File: config.mk
export PLATFORM = sky130hd
export DESIGN_NAME = spi_mem_slave_flat
export DESIGN_NICKNAME = d
export VERILOG_FILES = /design/src/rtl/spi_mem_pkg.sv /design/src/rtl/spi_mem_if.sv /design/src/rtl/spi_mem_array.sv /design/src/rtl/spi_mem_slave.sv /design/src/flat_wrapper.sv
export SDC_FILE = /design/constraint.sdc
export NUM_CORES = 1
export LEC_CHECK = 0
export BUFFER_PORTS_ARGS = -buffer_cell sky130_fd_sc_hd__buf_2
export CORE_MARGIN = 10
export CORE_UTILIZATION = 63
export DETAILED_ROUTE_END_ITERATION = 7
export PLACE_DENSITY = 0.79
export SETUP_SLACK_MARGIN = 0.3
export SLEW_MARGIN = 20
export SYNTH_ARGS = -nofsm -noshare
export SYNTH_HDL_FRONTEND = slang
export SYNTH_SLANG_ARGS = --single-unit
File: constraint.sdc
create_clock -name clk -period 2.3 [get_ports clk]
set_clock_uncertainty 0.15 [all_clocks]
set_input_delay 0.46 -clock clk [delete_from_list [all_inputs] [get_ports clk]]
set_output_delay 0.46 -clock clk [all_outputs]
set_load 0.01 [all_outputs]
File: src/rtl/spi_mem_pkg.sv
// spi_mem_pkg: shared state encoding and frame geometry for the SPI memory target.
// Optional feature macro used by this block: SPI_MEM_SLV_RANGE_CHK_EN.
package spi_mem_pkg;

  localparam int OP_BITS = 1;
  localparam int ADDR_W  = 8;
  localparam int DATA_W  = 8;

  typedef enum logic [2:0] {
    ST_IDLE,
    ST_RX_OP,
    ST_RX_ADDR,
    ST_RX_DATA,
    ST_MEM_WR,
    ST_MEM_RD,
    ST_TX_DATA
  } state_t;

endpackage

File: src/rtl/spi_mem_if.sv
// spi_mem_if: serial link between the SPI memory master and this target.
// With SPI_MEM_SLV_RANGE_CHK_EN defined the target also reports addr_err.
interface spi_mem_if;

  logic cs;
  logic mosi;
  logic miso;
  logic ready;
  logic op_done;
`ifdef SPI_MEM_SLV_RANGE_CHK_EN
  logic addr_err;

  modport master (output cs, output mosi, input miso, input ready, input op_done, input addr_err);
  modport slave  (input cs, input mosi, output miso, output ready, output op_done, output addr_err);
`else
  modport master (output cs, output mosi, input miso, input ready, input op_done);
  modport slave  (input cs, input mosi, output miso, output ready, output op_done);
`endif

endinterface

File: src/rtl/spi_mem_array.sv
// spi_mem_array: DEPTH x DATA_W register storage, single access port.
// Synchronous write, registered read, every word cleared by the synchronous reset.
module spi_mem_array
  import spi_mem_pkg::*;
#(
  parameter int DEPTH = 32,
  parameter int AW    = $clog2(DEPTH)
) (
  input  logic              clk,
  input  logic              rst,
  input  logic              i_wrEn,
  input  logic              i_rdEn,
  input  logic [AW-1:0]     i_addr,
  input  logic [DATA_W-1:0] i_wrData,
  output logic [DATA_W-1:0] o_rdData
);

  logic [DATA_W-1:0] r_mem [DEPTH];
  logic [DATA_W-1:0] r_rdData;

  // Storage update and registered read; the read register holds its value until the next read.
  always_ff @(posedge clk) begin
    if (rst) begin
      for (int i = 0; i < DEPTH; i++) begin
        r_mem[i] <= '0;
      end
      r_rdData <= '0;
    end else begin
      if (i_wrEn) begin
        r_mem[i_addr] <= i_wrData;
      end
      if (i_rdEn) begin
        r_rdData <= r_mem[i_addr];
      end
    end
  end

  assign o_rdData = r_rdData;

endmodule

File: src/rtl/spi_mem_slave.sv
// spi_mem_slave: deserialises LSB-first op/addr/data frames and serves a register memory.
// Define SPI_MEM_SLV_RANGE_CHK_EN to reject addresses >= DEPTH and pulse addr_err;
// otherwise the address is truncated to $clog2(DEPTH) bits (aliasing).
module spi_mem_slave
  import spi_mem_pkg::*;
#(
  parameter int DEPTH = 32
) (
  input logic      clk,
  input logic      rst,
  spi_mem_if.slave bus
);

  localparam int AW    = $clog2(DEPTH);
  localparam int IDX_W = $clog2(DATA_W);

  state_t             r_state;
  logic [3:0]         r_bitCnt;
  logic [OP_BITS-1:0] r_op;
  logic [ADDR_W-1:0]  r_addr;
  logic [DATA_W-1:0]  r_data;
  logic               r_miso;
  logic               r_ready;
  logic               r_opDone;

  logic [AW-1:0]      w_memAddr;
  logic               w_wrEn;
  logic               w_rdEn;
  logic [DATA_W-1:0]  w_rdData;

  assign w_memAddr = r_addr[AW-1:0];
  assign w_rdEn    = (r_state == ST_MEM_RD);

`ifdef SPI_MEM_SLV_RANGE_CHK_EN
  localparam logic [ADDR_W:0] DEPTH_LIM = (ADDR_W + 1)'(DEPTH);

  logic w_inRange;
  logic r_addrErr;
  logic r_txMask;

  assign w_inRange    = ({1'b0, r_addr} < DEPTH_LIM);
  assign w_wrEn       = (r_state == ST_MEM_WR) && w_inRange;
  assign bus.addr_err = r_addrErr;
`else
  assign w_wrEn = (r_state == ST_MEM_WR);
`endif

  // The array's read register doubles as the transmit shift source, loaded in MEM_RD.
  spi_mem_array #(
    .DEPTH (DEPTH),
    .AW    (AW)
  ) u_array (
    .clk      (clk),
    .rst      (rst),
    .i_wrEn   (w_wrEn),
    .i_rdEn   (w_rdEn),
    .i_addr   (w_memAddr),
    .i_wrData (r_data),
    .o_rdData (w_rdData)
  );

  // Frame FSM: shift in op/addr/data, commit or fetch, then shift read data out with registered pulses.
  always_ff @(posedge clk) begin
    if (rst) begin
      r_state  <= ST_IDLE;
      r_bitCnt <= '0;
      r_op     <= '0;
      r_addr   <= '0;
      r_data   <= '0;
      r_miso   <= 1'b0;
      r_ready  <= 1'b0;
      r_opDone <= 1'b0;
`ifdef SPI_MEM_SLV_RANGE_CHK_EN
      r_addrErr <= 1'b0;
      r_txMask  <= 1'b0;
`endif
    end else begin
      r_ready  <= 1'b0;
      r_opDone <= 1'b0;
`ifdef SPI_MEM_SLV_RANGE_CHK_EN
      r_addrErr <= 1'b0;
`endif
      case (r_state)
        ST_IDLE: begin
          r_bitCnt <= '0;
          r_miso   <= 1'b0;
          if (!bus.cs) begin
            r_state <= ST_RX_OP;
          end
        end
        ST_RX_OP: begin
          if (bus.cs) begin
            r_state <= ST_IDLE;
          end else begin
            r_op     <= bus.mosi;
            r_bitCnt <= '0;
            r_state  <= ST_RX_ADDR;
          end
        end
        ST_RX_ADDR: begin
          if (bus.cs) begin
            r_state <= ST_IDLE;
          end else begin
            r_addr <= {bus.mosi, r_addr[ADDR_W-1:1]};
            if (r_bitCnt == 4'(ADDR_W - 1)) begin
              r_bitCnt <= '0;
              r_state  <= r_op[0] ? ST_RX_DATA : ST_MEM_RD;
            end else begin
              r_bitCnt <= r_bitCnt + 4'd1;
            end
          end
        end
        ST_RX_DATA: begin
          if (bus.cs) begin
            r_state <= ST_IDLE;
          end else begin
            r_data <= {bus.mosi, r_data[DATA_W-1:1]};
            if (r_bitCnt == 4'(DATA_W - 1)) begin
              r_bitCnt <= '0;
              r_state  <= ST_MEM_WR;
            end else begin
              r_bitCnt <= r_bitCnt + 4'd1;
            end
          end
        end
        ST_MEM_WR: begin
          r_opDone <= 1'b1;
`ifdef SPI_MEM_SLV_RANGE_CHK_EN
          r_addrErr <= ~w_inRange;
`endif
          r_state <= ST_IDLE;
        end
        ST_MEM_RD: begin
          r_ready  <= 1'b1;
          r_bitCnt <= '0;
`ifdef SPI_MEM_SLV_RANGE_CHK_EN
          r_addrErr <= ~w_inRange;
          r_txMask  <= w_inRange;
`endif
          r_state <= ST_TX_DATA;
        end
        ST_TX_DATA: begin
          if (r_bitCnt == 4'(DATA_W)) begin
            r_miso  <= 1'b0;
            r_state <= ST_IDLE;
          end else begin
`ifdef SPI_MEM_SLV_RANGE_CHK_EN
            r_miso <= w_rdData[r_bitCnt[IDX_W-1:0]] & r_txMask;
`else
            r_miso <= w_rdData[r_bitCnt[IDX_W-1:0]];
`endif
            r_bitCnt <= r_bitCnt + 4'd1;
          end
        end
        default: begin
          r_state <= ST_IDLE;
        end
      endcase
    end
  end

  assign bus.miso    = r_miso;
  assign bus.ready   = r_ready;
  assign bus.op_done = r_opDone;

endmodule

File: src/flat_wrapper.sv
// flat-port wrapper written by rule: the top's interface ports become plain ports
module spi_mem_slave_flat import spi_mem_pkg::*;
#(
  parameter int DEPTH = 32
)
  (clk, rst, bus_cs, bus_mosi, bus_miso, bus_ready, bus_op_done);
  spi_mem_if bus_i ();
  input logic clk;
  input logic rst;
  input wire logic [$bits(bus_i.cs)-1:0] bus_cs;
  input wire logic [$bits(bus_i.mosi)-1:0] bus_mosi;
  output wire logic [$bits(bus_i.miso)-1:0] bus_miso;
  output wire logic [$bits(bus_i.ready)-1:0] bus_ready;
  output wire logic [$bits(bus_i.op_done)-1:0] bus_op_done;
  assign bus_i.cs = bus_cs;
  assign bus_i.mosi = bus_mosi;
  assign bus_miso = bus_i.miso;
  assign bus_ready = bus_i.ready;
  assign bus_op_done = bus_i.op_done;
  spi_mem_slave #(.DEPTH(DEPTH)) u_core (.clk(clk), .rst(rst), .bus(bus_i));
endmodule
# Word-level counts from Yosys, hierarchy flattened
# Memories as Yosys holds them, arrays and structs flattened. A register that Yosys moved wholly into a read port is not among the register bits.
# Index checks and enable logic that the tools add are counted.
[classes]
addsub = 1
magnitude_cmp = 1
n_eq_ne = 15
muxes = 27
bitwise = 1
n_reduce_logical = 11
[op_table]
columns = ["cell", "count"]
rows = [
  ["$mux 3", 7],
  ["$pmux 3 s6", 1],
  ["$mux 4", 4],
  ["$pmux 4 s4", 1],
  ["$eq 3x3->1 const B", 3],
  ["$mux 1", 9],
  ["$mux 8", 1],
  ["$ne 2x2->1 const B", 4],
  ["$reduce_and 4->1", 2],
  ["$reduce_or 8->1", 1],
  ["$eq 3x2->1 const B", 2],
  ["$ne 3x2->1 const B", 2],
  ["$reduce_and 2->1", 3],
  ["$mux 5", 1],
  ["$add 4x1->4 const B", 1],
  ["$eq 4x3->1 const B", 1],
  ["$eq 4x4->1 const B", 1],
  ["$lt 3x4->1 const B", 1],
  ["$reduce_bool 4->1", 1],
  ["$reduce_or 2->1", 2],
  ["$bmux 1 s3", 1],
  ["$eq 3x1->1 const B", 1],
  ["$logic_not 3->1", 1],
  ["$mux 2", 1],
  ["other kinds (4)", 4],
]
[totals]
regBits = 27
ram_bits = 256
inputBits = 4
out_inout_bits = 3
n_memories = 1
[mem_list]
columns = ["memory", "depth", "word_bits", "read_ports", "rd_ports_with_merged_regs", "write_ports", "line_no", "rtl"]
rows = [
  ["u_core.u_array.r_mem", 32, 8, 1, 1, 32, "spi_mem_array.sv:18", "logic [DATA_W-1:0] r_mem [DEPTH];"],
]

# Logic depth before layout (Yosys ltp)
# Gate-level depths: netlist (run 1).
[logic_depth]
word_depth = 6
depth_mapped = 8

# Hierarchy
# Synthesis (run 1) repeated with hierarchy kept, for this count alone.
[hier_totals]
hier_cells = 1019
area_unflattened_um2 = 13684.4
[by_module_without_submodules]
columns = ["module", "instances", "cells_per_inst", "area_each_um2"]
rows = [
  ["spi_mem_array", 1, 880, 12416.9],
  ["spi_mem_slave", 1, 139, 1267.5],
]

# Worst setup path before layout (run 1)
# Ideal clock, no wire load.
[synth_timing]
path_kind = "register to register"
from = "reg u_core.r_addr[1]"
to = "mem u_core.u_array.r_mem[15][0] (enable)"
arrival_ns = 1.584
required_time_ns = 1.841
slack_ns = 0.257
stages_incl_launch_ff = 7
n_path_buf = 3
period_less_slack_ns = 2.043
path_cell_list = "dfxtp_1 buf_4 buf_6 buf_4 nand3_1 nor2_1 or2_2"
[synth_lines]
columns = ["element", "line_no", "rtl"]
rows = [
  ["from (decl)", "spi_mem_slave.sv:20", "logic [ADDR_W-1:0] r_addr;"],
  ["from (signal assigned)", "spi_mem_slave.sv:104", "r_addr <= {bus.mosi, r_addr[ADDR_W-1:1]};"],
  ["to (decl)", "spi_mem_array.sv:18", ""],
]

==> run summary, run 1 <==
The share of flip-flops with an asynchronous set or reset after synthesis is 0%. The largest net degree at the start of global routing came out at 67. The detailed router's first-iteration violation count came out at 842.

The tightest hold margin came out at 0.0481 ns. The critical path required time came out at 2.39 ns. The standard cell core area came out at 0.0210 mm².

TritonCTS built the clock tree. The global router's overall resource usage came out at 22.3%. The relative area change from synthesis to final layout came out at 16.3%. The x dimension of the die came out at 166 µm. The layout cell share with drive strength beyond 1 is 23.9%. The detailed placer's ending HPWL came out at 20.3 mm. The post-synth net total is 1,022. The TritonCTS buffer count is 29. The synthesized area per cell is 13.3 µm².

The final routed DRC violation total came out at 0. The final routed wirelength across all metal layers is 33.0 mm. The sequential cells in the finished layout cover a total of 0.00841 mm². Summed over all layers, the global routing overflow is 0.

The proportion of synthesized chip area in sequential cells came out at 62.2%. The number of maximum-capacitance violations came out at 0. The total chip power came out at 10.8 mW. The worst path buffer plus inverter count came out at 3.

The stage delay of the slowest cell on the critical path is 0.39 ns. The maximum buffer depth of the clock tree came out at 3. The critical path data arrival time came out at 2.18 ns. The slack of the critical path is 0.210 ns. The worst setup path is launched from a flip-flop. The register bit count reported by yosys came out at 291.

The worst setup path is of the reg -> reg kind. The root buffer cell chosen for the clock tree is clkbuf_16. The number of standard cells after synthesis came out at 1,016.

The via count of the first global-routing pass was 8,422. The total vias in the final route is 8,570. The worst path in the final design needs a cycle of 2.09 ns, including I/O delays and setup.

Clock-pin slew was measured on the worst setup and hold paths at 0.06 ns. The total power per unit cell area is 691 mW/mm². The static power due to leakage came out at 5.32 nW. The most critical setup path has its startpoint at u_core.r_addr[1]. The count of pins over their slew limit came out at 0. The worst hold path begins at bus_mosi.

STA classifies the critical path endpoint as a flip-flop. CTS saw 291 sinks. For this run, the leading register cell type out of synthesis is edfxtp_1.

The relative max-transition margin is 45.0%. The number of placement rows is 53. The path class of the tightest hold or removal check is in -> reg.

The setup slack at placement came out at -0.00548 ns. The height of the die is 166 µm. Static timing analysis puts the maximum clock frequency at 0.479 GHz. The largest voltage drop on the vdd net is 0.574 mV. The final-report setup violation count is 0.

The number of iterations in the first detailed-routing pass is 5. After detailed routing, the average wire length per cell comes to 24.0 µm. Setup repair after global routing could not meet its margin everywhere. The transition time of the tightest slew-check pin came out at 0.824 ns. The final cycle utilization of the critical path is 90.8%. The first global-routing pass estimated 48.6 mm of wire. On the critical path, the stage with the largest delay is an instance of dfxtp_4. The count of input and output buffers came out at 6. The number of ports placed on the die boundary came out at 7. Summing all multi-input logic gate instances after layout gives 0.00505 mm². The weighted congestion at the end of routability-driven global placement came out at 0.879.

The die footprint came out at 0.0277 mm². The count of filler cells inserted in the layout came out at 1,253. The number of antenna cells inserted is 0.

The residual antenna-violating net count after detailed routing is 0. The post-synthesis cell type count came out at 54. The run finished with clean final reports. For this configuration, the core starts out at a cell density of 64.2%. The netlist area before placement came out at 0.0135 mm².

Yosys printed 0 warnings. Walking the worst path, the cells encountered are buf_12 > buf_16 > nor2_1 > nand2_1 > buf_4 > nor2_1 > or2_2. The largest fanout on the critical path came out at 17. In this design, the largest share of critical-path delay is due to simple AND/OR/NAND/NOR gates. The number of nets in the layout came out at 1,083.

The maximum level of the CTS H-tree came out at 1. The most numerous cell type found on the critical path is nor2_1. Dividing the detail-routed via count by the number of cells gives 6.24. The count of endpoints failing hold in the final timing report is 0. The number of synthesized flops with an enable pin came out at 256. The startpoint identified for the worst register-to-register timing path is u_core.r_addr[1]. The initial antenna violation count is 0. The insertion delay of the later-clocked pin in the worst-skew pair is 0.54 ns.
[final cells by class]
| class | count | area share, % |
|---|---|---|
| clock buffers | 34 | 4.75 |
| clock inverters | 19 | 0.997 |
| inverters | 6 | 0.144 |
| multi-input cells | 648 | 32.2 |
| flip-flops and latches | 291 | 53.6 |
| well taps | 275 | 2.19 |
| repair buffers | 101 | 6.16 |
[layout by cell type, fill, tap and decap left out, drive strengths merged, types with 27 or more instances in the layout]
master	count
dfxtp	35
o22ai	28
buf	98
nor2	48
edfxtp	256
clkbuf	36
mux4	27
mux2i	88
and2	257
or2	32
[flip-flops by register name (all words and copies together) (netlist names)]
| signal | flops |
|---|---|
| u_core.u_array.r_mem | 256 |
| u_core.r_data | 8 |
| u_core.bus.ready | 1 |
| u_core.r_addr | 8 |
| u_core.r_bitCnt | 4 |
| u_core.bus.op_done | 1 |
| u_core.r_op | 1 |
| u_core.r_state | 3 |
| u_core.bus.miso | 1 |
| u_core.u_array.o_rdData | 8 |
[worst paths after layout]
| path | end | slack (ns) | depth (start not counted) |
|---|---|---|---|
| worst min-delay path | u_core.r_addr[7] | 0.05 | 3 |
| worst max-delay path | u_core.u_array.r_mem[8][5] | 0.21 | 7 |
| worst min register to register | u_core.r_addr[6] | 0.31 | 2 |
| worst max register to register | u_core.u_array.r_mem[8][5] | 0.21 | 7 |
[cell families after synthesis]
family          share of synthesized area, %
simple gates                            18.5
flops                                   62.2
mux                                     11.0
compound gates                          5.36
buf+inv                                 2.59
xor+xnor                               0.130
fa+ha+maj                              0.186
[cell usage after synthesis (all sizes together) (8+ instances only)]
master	instances	area [µm²]
a21oi	20	100
a22o	8	70.1
and2	257	1610
buf	26	158
clkbuf	45	169
dfxtp	35	701
edfxtp	256	7690
mux2i	88	881
mux4	27	608
nand2	22	82.6
nand3	8	40.0
nor2	48	180
nor4	8	50.1
o21ai	26	130
o22ai	28	175
or2	32	200
[per-layer routing]
layer / wire (µm) / share of wire (%) / vias up / track usage [%]
li1: - / - / 3830 / -
met1: 12800 / 39 / 4245 / 27.9
met2: 16600 / 50 / 420 / 37.9
met3: 2610 / 7.9 / 75 / 3.74
met4: 967 / 2.9 / 0 / 8.71
met5: 0 / 0 / - / 0
[power by group]
group          switching (mW)  internal (mW)  total, mW  leakage [nW]
clock network            1.95           2.54       4.49         0.432
logic                   0.181          0.114      0.295          2.16
registers               0.100           5.95       6.05          2.73
total                    2.24           8.61       10.8          5.32
[metrics by stage]
stage | cell area (µm²) | std cells | util [%] | setup TNS (ns)
finish | 15700 | 1374 | 74.6 | 0
global route | 15700 | 1374 | 74.6 | 0
CTS | 15300 | 1368 | 73.0 | 0
detailed placement | 14200 | 1305 | 67.7 | -0.0410
global placement | 14200 | 1305 | 67.7 | 0
floorplan | 13500 | 1016 | - | 0
[worst min-delay path, stage by stage]
cell,delay [ns]
buf_2,0.11
nand2_1,0.06
a21oi_1,0.05
[timing repair]
action	4_1_cts	5_1_grt
gates resized for setup	22	72
hold buffers	1	0
endpoints found under the setup margin	332	319
gates cloned	1	2
buffers inserted	8	4
pin swaps	3	7
hold endpoints to repair	1	0
Power figures use the tool's default switching activity.
==> run 2, diff against run 1 <==
--- a/config.mk
+++ b/config.mk
@@ -7,11 +7,12 @@
 export LEC_CHECK = 0
 export BUFFER_PORTS_ARGS = -buffer_cell sky130_fd_sc_hd__buf_2
 export CORE_MARGIN = 10
-export CORE_UTILIZATION = 63
+export CORE_UTILIZATION = 64
 export DETAILED_ROUTE_END_ITERATION = 7
-export PLACE_DENSITY = 0.79
+export PLACE_DENSITY = 0.8
 export SETUP_SLACK_MARGIN = 0.3
 export SLEW_MARGIN = 20
 export SYNTH_ARGS = -nofsm -noshare
 export SYNTH_HDL_FRONTEND = slang
+export SYNTH_HIERARCHICAL = 1
 export SYNTH_SLANG_ARGS = --single-unit
==> run 2 against run 1 <==
Net effect:
- combinational power up 12%
- design area up 1.9%
- highest routed layer unchanged
- register-to-register slack worse by 0.10 ns
- critical path type unchanged
- synthesized area up 1.5%
- total power down 0.12%
- via count up 1.6%
- first-iteration DRC count up 10%
==> run summary, run 2 <==
The largest voltage drop on the vdd net came out at 0.790 mV. The simple-gate share of the synthesized area came out at 19.9%. In this run the core area contains 53 standard-cell rows. For this design, the sink count on the clock tree is 291. Dividing the detail-routed via count by the number of cells gives 6.25. The biggest area contributor in the post-synthesis netlist is edfxtp_1. The number of placed cells counting well taps came out at 1,312. The largest net degree at the start of global routing is 44. After layout, the minimum clock period comes to 2.19 ns.

The global-route congestion overflow total came out at 0. The floorplan step set the die width to 166 µm. The fraction of the mapped netlist area in adder cells is 0.183%. Sorting the synthesized cells by area gives the leading types as edfxtp_1 56%, and2_1 12%, mux4_2 5.6%. The layout cell share with drive strength beyond 1 came out at 28.8%. The standard cell core area is 0.0210 mm². The weighted congestion at the end of routability-driven global placement came out at 0.944. The number of maximum-capacitance violations is 0.

In the final routed layout, each cell accounts on average for 24.5 µm. Cells fill 76.1% of the core in the end. The combinational family with the most area after synthesis is simple AND/OR/NAND/NOR gates. The final routed DRC violation total came out at 0. In this run, CTS created clock tree buffers numbering 29. The xor/xnor share of the synthesized area is 0.192%. The sort of element at the end of the critical path is a flip-flop. The global-route wire length before repair is 52.3 mm. Sorting the synthesized cells by how often they occur yields 257 x and2_1, 256 x edfxtp_1, 51 x mux2i_1, 51 x nor2_1, 43 x nand2_1. The die footprint came out at 0.0276 mm².

The number of synthesis warnings is 6. The global router's overall resource usage is 24.1%. After clock tree synthesis, the clock-pin slew on the worst setup and hold paths is 0.06 ns. Setup repair after global routing could not meet its margin everywhere.

Counting flops with a built-in enable in the synthesized netlist gives 256. The net load switching power is 2.22 mW. The slack of the critical path is 0.109 ns. The proportion of synthesized chip area in sequential cells came out at 61.3%. The detailed placer's ending HPWL came out at 22.3 mm. The effective utilization at floorplan is 65.1%. The stage delay of the slowest cell on the critical path is 0.41 ns. TritonCTS built the clock tree.

The maximum buffer depth of the clock tree is 3. In the synthesized netlist the dominant register cell turns out to be edfxtp_1. The total chip power came out at 10.8 mW.

The fraction of power spent switching nets is 20.5%. The sequential power share is 55.8%. On the critical path, the stage with the largest delay is an instance of nor4_4. The critical path required time came out at 2.56 ns. More flip-flops sit in one register than any other, and that register is u_core/u_array/r_mem. The count of endpoints failing hold in the final timing report came out at 0. The kind of start point of the critical path is a flip-flop. Traced cell by cell, the critical path runs through buf_12 > buf_6 > mux2i_1 > o21ai_0 > nor4_4 > a311oi_1. The post-synthesis cell type count came out at 68. The tightest hold margin came out at 0.0335 ns. The post-synthesis mux area share came out at 11.4%. In this run, the combinational gates consume 3.1% of the power.

The library cell used most frequently in the layout, excluding fill and tap cells, is edfxtp_1. The flip-flop count of the largest register after layout came out at 256. Headroom to the max-slew limit came out at 59.2%. In this run the static leakage power is 5.58 nW. The critical path data arrival time is 2.45 ns. The number of antenna cells inserted came out at 0. The maximum level of the CTS H-tree came out at 1. The share of flip-flops with an asynchronous set or reset after synthesis is 0%. The transition time of the tightest slew-check pin is 0.612 ns. The post-synth net total came out at 1,025. The count of pins over their slew limit was 0. The critical path is of the reg -> reg type. The number of standard cells after synthesis came out at 1,019. The share of power burned in the clock network is 41.1%.

The count of input and output buffers is 6. The initial antenna violation count came to 0. In the layout the commonest cells are 256 x edfxtp_1, 237 x and2_1, 80 x buf_4, 43 x nand2_1, 42 x nor2_1. The total power per unit cell area is 677 mW/mm². The residual antenna-violating net count after detailed routing came out at 0.

The buffer type at the clock tree root is clkbuf_16. The setup slack at placement is -0.122 ns. The insertion delay of the later-clocked pin in the worst-skew pair came out at 0.56 ns. The share of synthesized area in the top cell type comes to 56.2%. The run finished with clean final reports.

The number of nets in the layout is 1,100. Measured along the y axis, the die boundary spans 166 µm. After the first detailed-routing iteration, the DRC count stood at 929. Along the worst path, the maximum fanout reaches 8. and2_1 is the most common cell in the netlist. The relative area change from synthesis to final layout came out at 16.9%. The number of iterations in the first detailed-routing pass came out at 5. For this run, the number of standard cells in the final layout without fillers is 1,392.

The via count of the first global-routing pass is 8,706. The netlist area before placement is 0.0137 mm². For this block, the routed nets add up to 34.2 mm of wire.

Derived from the worst setup path, the maximum achievable clock frequency is 0.456 GHz. Counting the fill cells in the layout gives 1,225. After synthesis, the mean cell area works out to 13.4 µm². In this run the worst hold path is classified as in -> reg. The compound-gate portion of the synthesized area came out at 3.95%.

The register bit count reported by yosys came out at 291. For this block, the via count after detailed routing is 8,704. Internal power comes to 8.61 mW. Setup violations remaining at the end of the flow were counted as 0. The final cycle utilization of the critical path came out at 95.2%. Pin placement for this block handled 7 I/O pins.
[run 2: logic make-up (layout without fill, tap and decap cells)]
family          Yosys count  count (layout)
mux                     105             105
xor+xnor                  3               3
compound gates           77              77
flops                   291             291
buf+inv                  73             171
fa+ha+maj                 2               2
simple gates            468             468
[run 2: power by group through the flow]
stage | sequential (mW) | clock, mW | combinational [mW]
finish | 6.04 | 4.45 | 0.330
floorplan | 6.10 | 0 | 0.213
CTS | 6.04 | 4.50 | 0.315
global route | 6.06 | 4.74 | 0.347
detailed placement | 6.15 | 0 | 0.306
global placement | 6.13 | 0 | 0.300
[run 2: worst max-delay path, delay by kind of cell (launching register included)]
family | cells | cell delay, ns
AO/OA/AOI/OAI | 2 | 0.40
buffers and inverters | 2 | 0.30
flip-flops | 1 | 0.38
multiplexers | 1 | 0.40
AND/OR/NAND/NOR | 1 | 0.41
[run 2: timing repair]
action	CTS	global route
endpoints found under the setup margin	399	394
pin swaps	10	15
hold endpoints to repair	1	0
resized for setup	34	59
setup buffers	12	13
hold buffers	1	0
[run 2: per-layer routing]
layer | GRT usage, % | vias up | routed length [µm]
met5 | 0 | - | 0
met4 | 9.39 | 0 | 1390
met3 | 4.33 | 99 | 2670
met2 | 39.9 | 422 | 16900
met1 | 30.9 | 4327 | 13200
li1 | - | 3856 | -
[run 2: cell type report]
class | instances | area (µm²) | share of cell area, %
clock buffers | 44 | 845 | 5.28
clock inverters | 10 | 53.8 | 0.336
inverters | 6 | 22.5 | 0.141
multi-input cells | 655 | 5270 | 33.0
flip-flops and latches | 291 | 8410 | 52.6
well taps | 275 | 344 | 2.15
repair buffers | 111 | 1050 | 6.56
[run 2: final timing paths]
| kind | startpoint | to | slack (ns) | depth (start not counted) |
|---|---|---|---|---|
| hold reg to reg | u_core/r_addr[6] | u_core/r_addr[6] | 0.32 | 2 |
| setup reg to reg | u_core/r_addr[1] | u_core/u_array/o_rdData[4] | 0.11 | 6 |
| hold / removal | bus_mosi | u_core/r_addr[7] | 0.03 | 3 |
| setup / recovery | u_core/r_addr[1] | u_core/u_array/o_rdData[4] | 0.11 | 6 |
[run 2: stage by stage]
step | instance area [µm²] | setup TNS, ns
3_3_place_gp | 14500 | -0.0616
5_1_grt | 16000 | 0
2_1_floorplan | 13800 | 0
6_report | 16000 | 0
3_5_place_dp | 14500 | -0.170
4_1_cts | 15700 | 0
==> run 3, diff against run 2 <==
--- a/config.mk
+++ b/config.mk
@@ -10,7 +10,6 @@
 export CORE_UTILIZATION = 64
 export DETAILED_ROUTE_END_ITERATION = 7
 export PLACE_DENSITY = 0.8
-export SETUP_SLACK_MARGIN = 0.3
 export SLEW_MARGIN = 20
 export SYNTH_ARGS = -nofsm -noshare
 export SYNTH_HDL_FRONTEND = slang
==> constraint.sdc (replaced) <==
create_clock -name clk -period 2.35 [get_ports clk]
set_clock_uncertainty 0.15 [all_clocks]
set_input_delay 0.47 -clock clk [delete_from_list [all_inputs] [get_ports clk]]
set_output_delay 0.47 -clock clk [all_outputs]
set_load 0.01 [all_outputs]
==> run 3 against run 2 <==
Net effect:
- total power is 0.74% higher
- first-iteration DRC count is 0.32% higher
- combinational power is 11% lower
- cell count is 2.2% lower
- hold slack better by 0.0091 ns
- design area is 4.2% lower
- critical path type unchanged
- critical endpoint is now u_core/u_array/o_rdData[2]
- largest cell class unchanged
- largest power group unchanged
- highest routed layer unchanged
==> run summary, run 3 (same netlist as run 2, synthesis figures left out) <==
At the later pin of the worst-skew pair, clock insertion delay measures 0.54 ns. Counting flops per register, the top entry is u_core/u_array/r_mem. Port buffering added 6 buffers. The repair_antennas step left the layout with diodes totalling 0. The summed area of non-filler cells in the final layout came out at 0.0153 mm².

At the end of routability-driven placement, the weighted congestion stood at 0.941. The total power per unit cell area came out at 712 mW/mm². The first global-routing pass estimated 50.6 mm of wire. The met1 usage is 31.8%. The final cycle utilization of the critical path is 92.8%.

The slack of the critical path is 0.169 ns. The startpoint identified for the worst register-to-register timing path is u_core/r_addr[1]. The total cell area at the placement stage came out at 0.0143 mm².

After routing, the total negative slack on setup checks comes to 0 ns. The critical path data arrival time came out at 2.44 ns. The floorplan step set the die height to 166 µm. The clock-pin slew on the worst setup and hold paths is 0.06 ns. In this run the worst setup path begins at u_core/r_addr[1]. The worst hold path passes through 3 cells. The layer flagged by global routing as most heavily used is met2. The time the final worst path needs with I/O delays and setup came out at 2.18 ns. TritonCTS built the clock tree. The first detailed-routing pass ran for 5 iterations.

The standard cell core area is 0.0210 mm². The post-CTS repair timing setup buffer count came out at 0. The flip-flop count of the largest register after layout is 256.

The die footprint came out at 0.0276 mm². The via count of the first global-routing pass came out at 8,401. The count of endpoints failing hold in the final timing report was 0. The run finished with clean final reports. The tree is rooted in a clkbuf_16. The number of ports placed on the die boundary came out at 7.

The setup slack at placement is 0.205 ns. VDD sags by at most 0.759 mV. The number of placed cells counting well taps came out at 1,307. The tightest hold margin came out at 0.0426 ns.

The transition time of the tightest slew-check pin came out at 0.704 ns. The final layout contains 1,070 nets. For this run, global-route usage on met2 was measured as 38.1%.

The final design utilization came out at 72.9%. The final cell count without fillers is 1,361. The depth of the most critical reg-to-reg path is 6. Clock tree synthesis inserted a total of 29 buffers. The critical path in this run is classified as reg -> reg. The effective utilization at floorplan is 65.1%.

The relative max-transition margin is 53.0%. Of the cells placed in the final design, the portion with a size suffix greater than 1 is 21.3%. The initial antenna violation count is 0.

Entering global routing, the biggest net connects 48 pins. The residual antenna-violating net count after detailed routing came out at 0. In the layout the commonest cells are 257 x and2_1, 256 x edfxtp_1, 65 x buf_4, 51 x nor2_1, 51 x mux2i_1.

The detailed placer's ending HPWL came out at 21.9 mm. In the routed layout, each cell is associated on average with a via count of 6.25. The global-route congestion overflow total came out at 0.

After layout, the design draws a total of 10.9 mW. The worst hold path begins at bus_mosi. Setup repair after global routing left no endpoint under its margin. The kind of start point of the critical path is a flip-flop. The class of the most critical hold timing path is in -> reg. The largest fanout on the critical path is 11. The global router's overall resource usage is 23.3%. The final route contains 8,505 vias. The total number of clock tree sinks came out at 291. No sink is reached through more buffers than the 3 on the longest clock path. The sort of element at the end of the critical path is a flip-flop. The peak clock frequency supported by timing came out at 0.459 GHz.

In the global route stage, met3 resource usage came out at 3.24%. The count of pins over their slew limit came out at 0. The setup slack on the worst flop-to-flop path is 0.17 ns.

The detailed router's first-iteration violation count is 932. The relative area change from synthesis to final layout is 12.0%. Max-cap violations in this run came to 0. The final routed DRC violation total came out at 0. The x dimension of the die came out at 166 µm. The final-report setup violation count is 0.

The critical path required time is 2.61 ns. The floorplan has 53 rows. The final routed wirelength across all metal layers is 32.7 mm. After detailed routing, the average wire length per cell comes to 24.1 µm. Leaving out fill and tap cells, the most frequent cell in the layout is and2_1.

In this run the static leakage power is 5.31 nW. The maximum level of the CTS H-tree came out at 1.
-- run 3: changes by cell type in the layout (fill, tap and decap cells not counted), moves of 11 or more --
| cell | change |
|---|---|
| or2_4 | -14 |
| and2_1 | +20 |
| and2_4 | -20 |
| buf_4 | -15 |
| mux2i_1 | +13 |
| or2_2 | +14 |
| nor2_4 | -11 |
-- run 3: metal layers --
layer  wire length [µm]  part of all wire [%]  vias up
met1              13400                    41     4235
met4                961                   2.9        0
met5                  0                     0        -
li1                   -                     -     3793
met3               2710                   8.3       66
met2              15700                    48      411
-- run 3: final cells by class --
type                            count  area [µm²]
Sequential cell                   291        8390
Fill cell                        1336        5700
Multi-Input combinational cell    655        4880
Clock buffer                       31         733
Timing Repair Buffer               81         708
Tap cell                          275         344
Clock inverter                     22         235
Inverter                            6        22.5
-- run 3: final timing paths --
path / endpoint
setup / recovery: u_core/u_array/o_rdData[2]
hold reg to reg: u_core/r_addr[7]
hold / removal: u_core/r_addr[7]
setup reg to reg: u_core/u_array/o_rdData[2]
-- run 3: repair_timing --
item / CTS / global route
hold endpoints to repair: 1 / 0
resized for setup: 0 / 1
setup endpoints to repair: 0 / 8
hold buffers: 1 / 0
-- run 3: worst max-delay path, stage by stage (launching register included) --
cell	delay [ns]
dfxtp_4	0.41
buf_12	0.16
buf_12	0.15
mux2i_1	0.34
o22ai_1	0.20
a2111oi_0	0.47
a311oi_1	0.15
-- run 3: report_power, final --
group / internal (mW) / leakage, nW / switching, mW
Combinational: 0.107 / 2.12 / 0.187
Sequential: 5.83 / 2.72 / 0.0803
Clock: 2.79 / 0.463 / 1.91
